--- src/rtl/arith_pkg.sv ---
// Shared arithmetic-datapath definitions: FSM encoding and result-word width.
package arith_pkg;

  localparam logic [1:0] S_IDLE = 2'd0;
  localparam logic [1:0] S_RUN  = 2'd1;
  localparam logic [1:0] S_DONE = 2'd2;

  // Result-word width, shared with the ripple carry adder
  localparam int unsigned RESULT_W = 32;

  typedef enum logic [1:0] {
    StIdle = S_IDLE,
    StRun  = S_RUN,
    StDone = S_DONE
  } sub_state_e;

endpackage

--- src/rtl/full_subtractor.sv ---
// One-bit full subtractor: d = a - b - bin, bout set when the bit borrows.
module full_subtractor (
  input  logic a,
  input  logic b,
  input  logic bin,
  output logic d,
  output logic bout
);

  assign d    = a ^ b ^ bin;
  assign bout = (~a & b) | (~(a ^ b) & bin);

endmodule

--- src/rtl/serial_ripple_subtractor.sv ---
// Multi-cycle ripple-borrow subtractor: Diff = A - B - Bin, DIGIT bits per clock,
// borrow carried between digits in a register. Start/busy/done handshake.
module serial_ripple_subtractor
  import arith_pkg::*;
#(
  parameter int unsigned WIDTH = 16,
  parameter int unsigned DIGIT = 4
) (
  input  logic               clk,
  input  logic               rst_n,
  input  logic               start,
  input  logic [WIDTH-1:0]   A,
  input  logic [WIDTH-1:0]   B,
  input  logic               Bin,
  output logic               busy,
  output logic               done,
  output logic [2*WIDTH-1:0] Diff,
  output logic               ov
);

  localparam int unsigned N    = WIDTH / DIGIT;
  localparam int unsigned CntW = (N > 1) ? $clog2(N) : 1;

  sub_state_e       state_q;
  logic [WIDTH-1:0] a_q;
  logic [WIDTH-1:0] b_q;
  logic [WIDTH-1:0] work_q;
  logic [WIDTH-1:0] work_d;
  logic             borrow_q;
  logic [CntW-1:0]  cnt_q;
  logic             last_digit;

  logic [DIGIT-1:0] dig_a;
  logic [DIGIT-1:0] dig_b;
  logic [DIGIT-1:0] dig_d;
  logic [DIGIT:0]   chain;

  // Select the current digit of each operand and splice the chain result into the work word
  always_comb begin
    dig_a      = a_q[cnt_q*DIGIT +: DIGIT];
    dig_b      = b_q[cnt_q*DIGIT +: DIGIT];
    work_d     = work_q;
    work_d[cnt_q*DIGIT +: DIGIT] = dig_d;
    last_digit = (cnt_q == CntW'(N - 1));
  end

  assign chain[0] = borrow_q;

  for (genvar i = 0; i < DIGIT; i++) begin : g_fs
    full_subtractor u_fs (
      .a    (dig_a[i]),
      .b    (dig_b[i]),
      .bin  (chain[i]),
      .d    (dig_d[i]),
      .bout (chain[i+1])
    );
  end

  // Control FSM with registered outputs; Diff/ov load only on the final digit
  always_ff @(posedge clk or negedge rst_n) begin
    if (!rst_n) begin
      state_q  <= StIdle;
      a_q      <= '0;
      b_q      <= '0;
      work_q   <= '0;
      borrow_q <= 1'b0;
      cnt_q    <= '0;
      busy     <= 1'b0;
      done     <= 1'b0;
      Diff     <= '0;
      ov       <= 1'b0;
    end else begin
      done <= 1'b0;
      unique case (state_q)
        StIdle: begin
          if (start) begin
            a_q      <= A;
            b_q      <= B;
            borrow_q <= Bin;
            cnt_q    <= '0;
            work_q   <= '0;
            busy     <= 1'b1;
            state_q  <= StRun;
          end
        end
        StRun: begin
          work_q   <= work_d;
          borrow_q <= chain[DIGIT];
          cnt_q    <= last_digit ? '0 : cnt_q + CntW'(1);
          if (last_digit) begin
            state_q <= StDone;
            done    <= 1'b1;
            Diff    <= {{(WIDTH - 1){1'b0}}, chain[DIGIT], work_d};
            ov      <= (a_q[WIDTH-1] ^ b_q[WIDTH-1]) & (a_q[WIDTH-1] ^ work_d[WIDTH-1]);
          end
        end
        StDone: begin
          busy    <= 1'b0;
          state_q <= StIdle;
        end
        default: begin
          busy    <= 1'b0;
          state_q <= StIdle;
        end
      endcase
    end
  end

endmodule

--- config.mk ---
export PLATFORM = sky130hd
export DESIGN_NAME = serial_ripple_subtractor
export DESIGN_NICKNAME = d
export VERILOG_FILES = /design/src/rtl/arith_pkg.sv /design/src/rtl/full_subtractor.sv /design/src/rtl/serial_ripple_subtractor.sv
export SDC_FILE = /design/constraint.sdc
export NUM_CORES = 1
export LEC_CHECK = 0
export ABC_AREA = 1
export CAP_MARGIN = 10
export CORE_ASPECT_RATIO = 1.75
export CORE_MARGIN = 5
export CORE_UTILIZATION = 40
export CTS_CLUSTER_DIAMETER = 40
export DETAILED_ROUTE_END_ITERATION = 7
export GPL_ROUTABILITY_DRIVEN = 0
export PLACE_DENSITY_LB_ADDON = 0.1
export SLEW_MARGIN = 40
export SYNTH_ARGS = -nofsm -noshare
export SYNTH_HDL_FRONTEND = slang
export SYNTH_SLANG_ARGS = --single-unit
--- constraint.sdc ---
create_clock -name clk -period 4.75 [get_ports clk]
set_input_delay 1.425 -clock clk [delete_from_list [all_inputs] [get_ports clk]]
set_output_delay 1.425 -clock clk [all_outputs]
set_load 0.02 [all_outputs]
==> flow_metrics.tcl <==
set metrics [dict create \
    finalCritPeriodShare_pct 71.7 \
    slew_violations 0 \
    final_nets 524 \
    cts.sinks 73 \
    drv_cap 0 \
    die_x_um 81.6 \
    gr-usage-met1_pct 18.9 \
    route.detailed.drc 0 \
    synth_area_leader_cell "dfrtp_1" \
    path_cells "inv_1 -> o21ai_1 -> o22ai_1 -> fa_1 -> inv_1 -> fa_1 -> fa_1 -> inv_1 -> fa_1 -> nor2_1 -> nand3_1 -> nand2_1 -> nand2_1 -> nand2_1 -> nand2_1 -> nand2_1" \
    cts_setup_buffers 0 \
    yosysUniqueCellTypes 29 \
    holdPathStages 2 \
    critPathMaxStageDelay_ns 0.46 \
    grt_pass1_wl_mm 14.0 \
    skew_ns 0.00528 \
    synth-edff-count 0 \
    ys_top_cells_by_area "dfrtp_1, nand2_1, o21ai_0, buf_4, inv_1" \
    relSlewSlack_pct 65.0 \
    min_to "a_q[9]" \
    synth_area_um2 3580 \
    setup_viol 0 \
    fmax_ghz 0.293 \
    fin_crit_ns 3.41 \
    syn_area_per_cell_um2 8.39 \
    r2r-end "ov" \
    grt.total_usage_pct 16.9 \
    coreArea_um2 8730 \
    critPathCaptureType "flip-flop" \
    drt_iter0_markers 123 \
    yosysSeqAreaShare_pct 51.0 \
    gr-total-overflow 0 \
    post-place-ws_ns 1.38 \
    status "finished clean" \
    num-fill-cells 891 \
    r2r_start "cnt_q[1]" \
    dieArea_um2 11000 \
    post_cts_resized 0 \
    cp.required_ns 5.03 \
    hold_ws_ns 0.466 \
    cp-startpoint "cnt_q[1]" \
    asyncSetResetFlopFracSynth_pct 100 \
    ir_worst_vdd_uv 275 \
    wl_mm 8.33 \
    mostFrequentLayoutCell "nand2_1" \
    post-dp-hpwl_mm 5.99 \
    final-hold-violation-count 0 \
    start_util_pct 41.1 \
    leakage_uw 0.00215 \
    firstDrtPassIters 4 \
    worst_skew_pair.late_latency_ns 0.34 \
    cts_tree "done" \
    fin_setup_tns_ns 0 \
    min_path_type "flip-flop to flip-flop" \
    num_vias 2812 \
    grt_pass1_vias 2870 \
    clkSlewWorstSetupHoldPaths_ns 0.06 \
    globalRouteMet3Util_pct 3.86 \
    holdCritStartpoint "a_q[9]" \
    wire_per_inst_um 13.9 \
    critical_path.most_common_cell "nand2_1" \
    rsz0062_at_grt "no" \
    cp_max_fo 15 \
    via_per_inst 4.69 \
    met2_usage_pct 29.3 \
    r2r_cells 16 \
    path_class "flip-flop to flip-flop" \
    clock_path_buffers 2 \
    numCtsBuffers 9 \
    ios 71 \
    synth_top_area_share_pct 51.0 \
    root_buffer "clkbuf_16" \
    p_per_area_nw_per_um2 700 \
    busiest_layer "met2" \
    h-tree-depth 3 \
    syn_to_final_growth_pct 23.1 \
    synth_flop_cell "dfrtp_1" \
    ant_nets 0 \
    hold_buffers 0 \
    antenna_found_initial 0 \
    tightest_slew_ns 0.524 \
    port_buffers 55 \
    reg2reg_slack_ns 1.34 \
    crit_slowest_cell "dfrtp_1" \
    drive_gt1_share_pct 6.64 \
    arrival_ns 3.69 \
    ys.warnings.count 0 \
    ys_ff_latch 73 \
    die_y_um 135 \
    setup.worst_path.start_class "flip-flop" \
    mostFrequentLayoutCells "nand2_1, dfrtp_1, clkdlybuf4s50_1" \
    netlist_instances 427 \
    insertedDiodeCount 0 \
    grt_max_degree 74 \
    row_count 45 \
    setup_slack_ns 1.34 \
]
-- through the flow --
stage                     utilization (%)  instance area (um2)  total power, uW  std cells
final                                50.5                 4410             3090        599
after global routing                 50.5                 4410             3370        599
after CTS                            50.5                 4410             3130        599
after detailed placement             47.3                 4130             2480        584
after global placement               47.3                 4130             2450        584
after floorplan                         -                 3640             2050        441
-- metal layers --
metal / vias to the layer above / part of all wire [%]
met1: 1313 / 39
met2: 56 / 54
li1: 1427 / -
met3: 16 / 3.6
met4: 0 / 2.9
met5: - / 0
-- how the worst max path moves through the flow --
stage,endpoint,slack [ns],cells past startpoint
detailed placement,ov,1.38,16
CTS,ov,1.37,16
global route,ov,1.0,16
floorplan,ov,1.70,18
finish,ov,1.34,16
global placement,ov,1.47,16
-- synth_stat cells, types with 2 or more instances --
cell type	n
a21oi_1	4
o22ai_1	12
ha_1	6
nand3_1	8
a32o_1	3
nand4_1	2
buf_2	9
nor2_1	21
buf_4	18
dfrtp_1	73
nand2_1	167
inv_1	27
o21ai_0	39
inv_2	5
fa_1	4
buf_6	3
o21ai_1	13
nand2_2	2
-- cell families (layout without fill, tap and decap cells) --
group | count (synthesis) | count (layout) | synth area share, %
buffers and inverters | 64 | 105 | 9.88
other | 1 | 15 | 0.105
muxes | 2 | 2 | 0.628
and+or+nand+nor | 204 | 204 | 22.9
AOI/OAI and AO/OA | 73 | 73 | 11.2
adders and majority gates | 10 | 10 | 4.33
DFF | 73 | 73 | 51.0
-- sequential cells by signal, summed over array words and instances, names as in the netlist --
signal / count
Diff: 17
a_q: 16
b_q: 16
borrow_q: 1
busy: 1
cnt_q: 2
done: 1
ov: 1
state_q: 2
work_q: 16
-- worst max-delay path: cells and delay by family (launching register included) --
family          cells  cell delay [ns]
compound gates      2             0.29
fa+ha+maj           4             1.38
buf+inv             3             0.52
simple gates        7             0.71
flops               1             0.46
-- where the power goes --
group	leakage [uW]	switching [uW]	internal, uW
clock network	0.000144	245	390
registers	0.000948	160	874
logic	0.00105	902	518
total	0.00215	1310	1780
-- final cells by class --
cell class / count / area, um2 / share of cell area (%)
flip-flops and latches: 73 / 1830 / 41.4
multi-input cells: 304 / 1460 / 33.0
repair buffers: 58 / 581 / 13.2
clock buffers: 12 / 267 / 6.04
well taps: 117 / 146 / 3.32
inverters: 32 / 120 / 2.72
clock inverters: 3 / 15.0 / 0.340
Power figures use the tool's default switching activity.
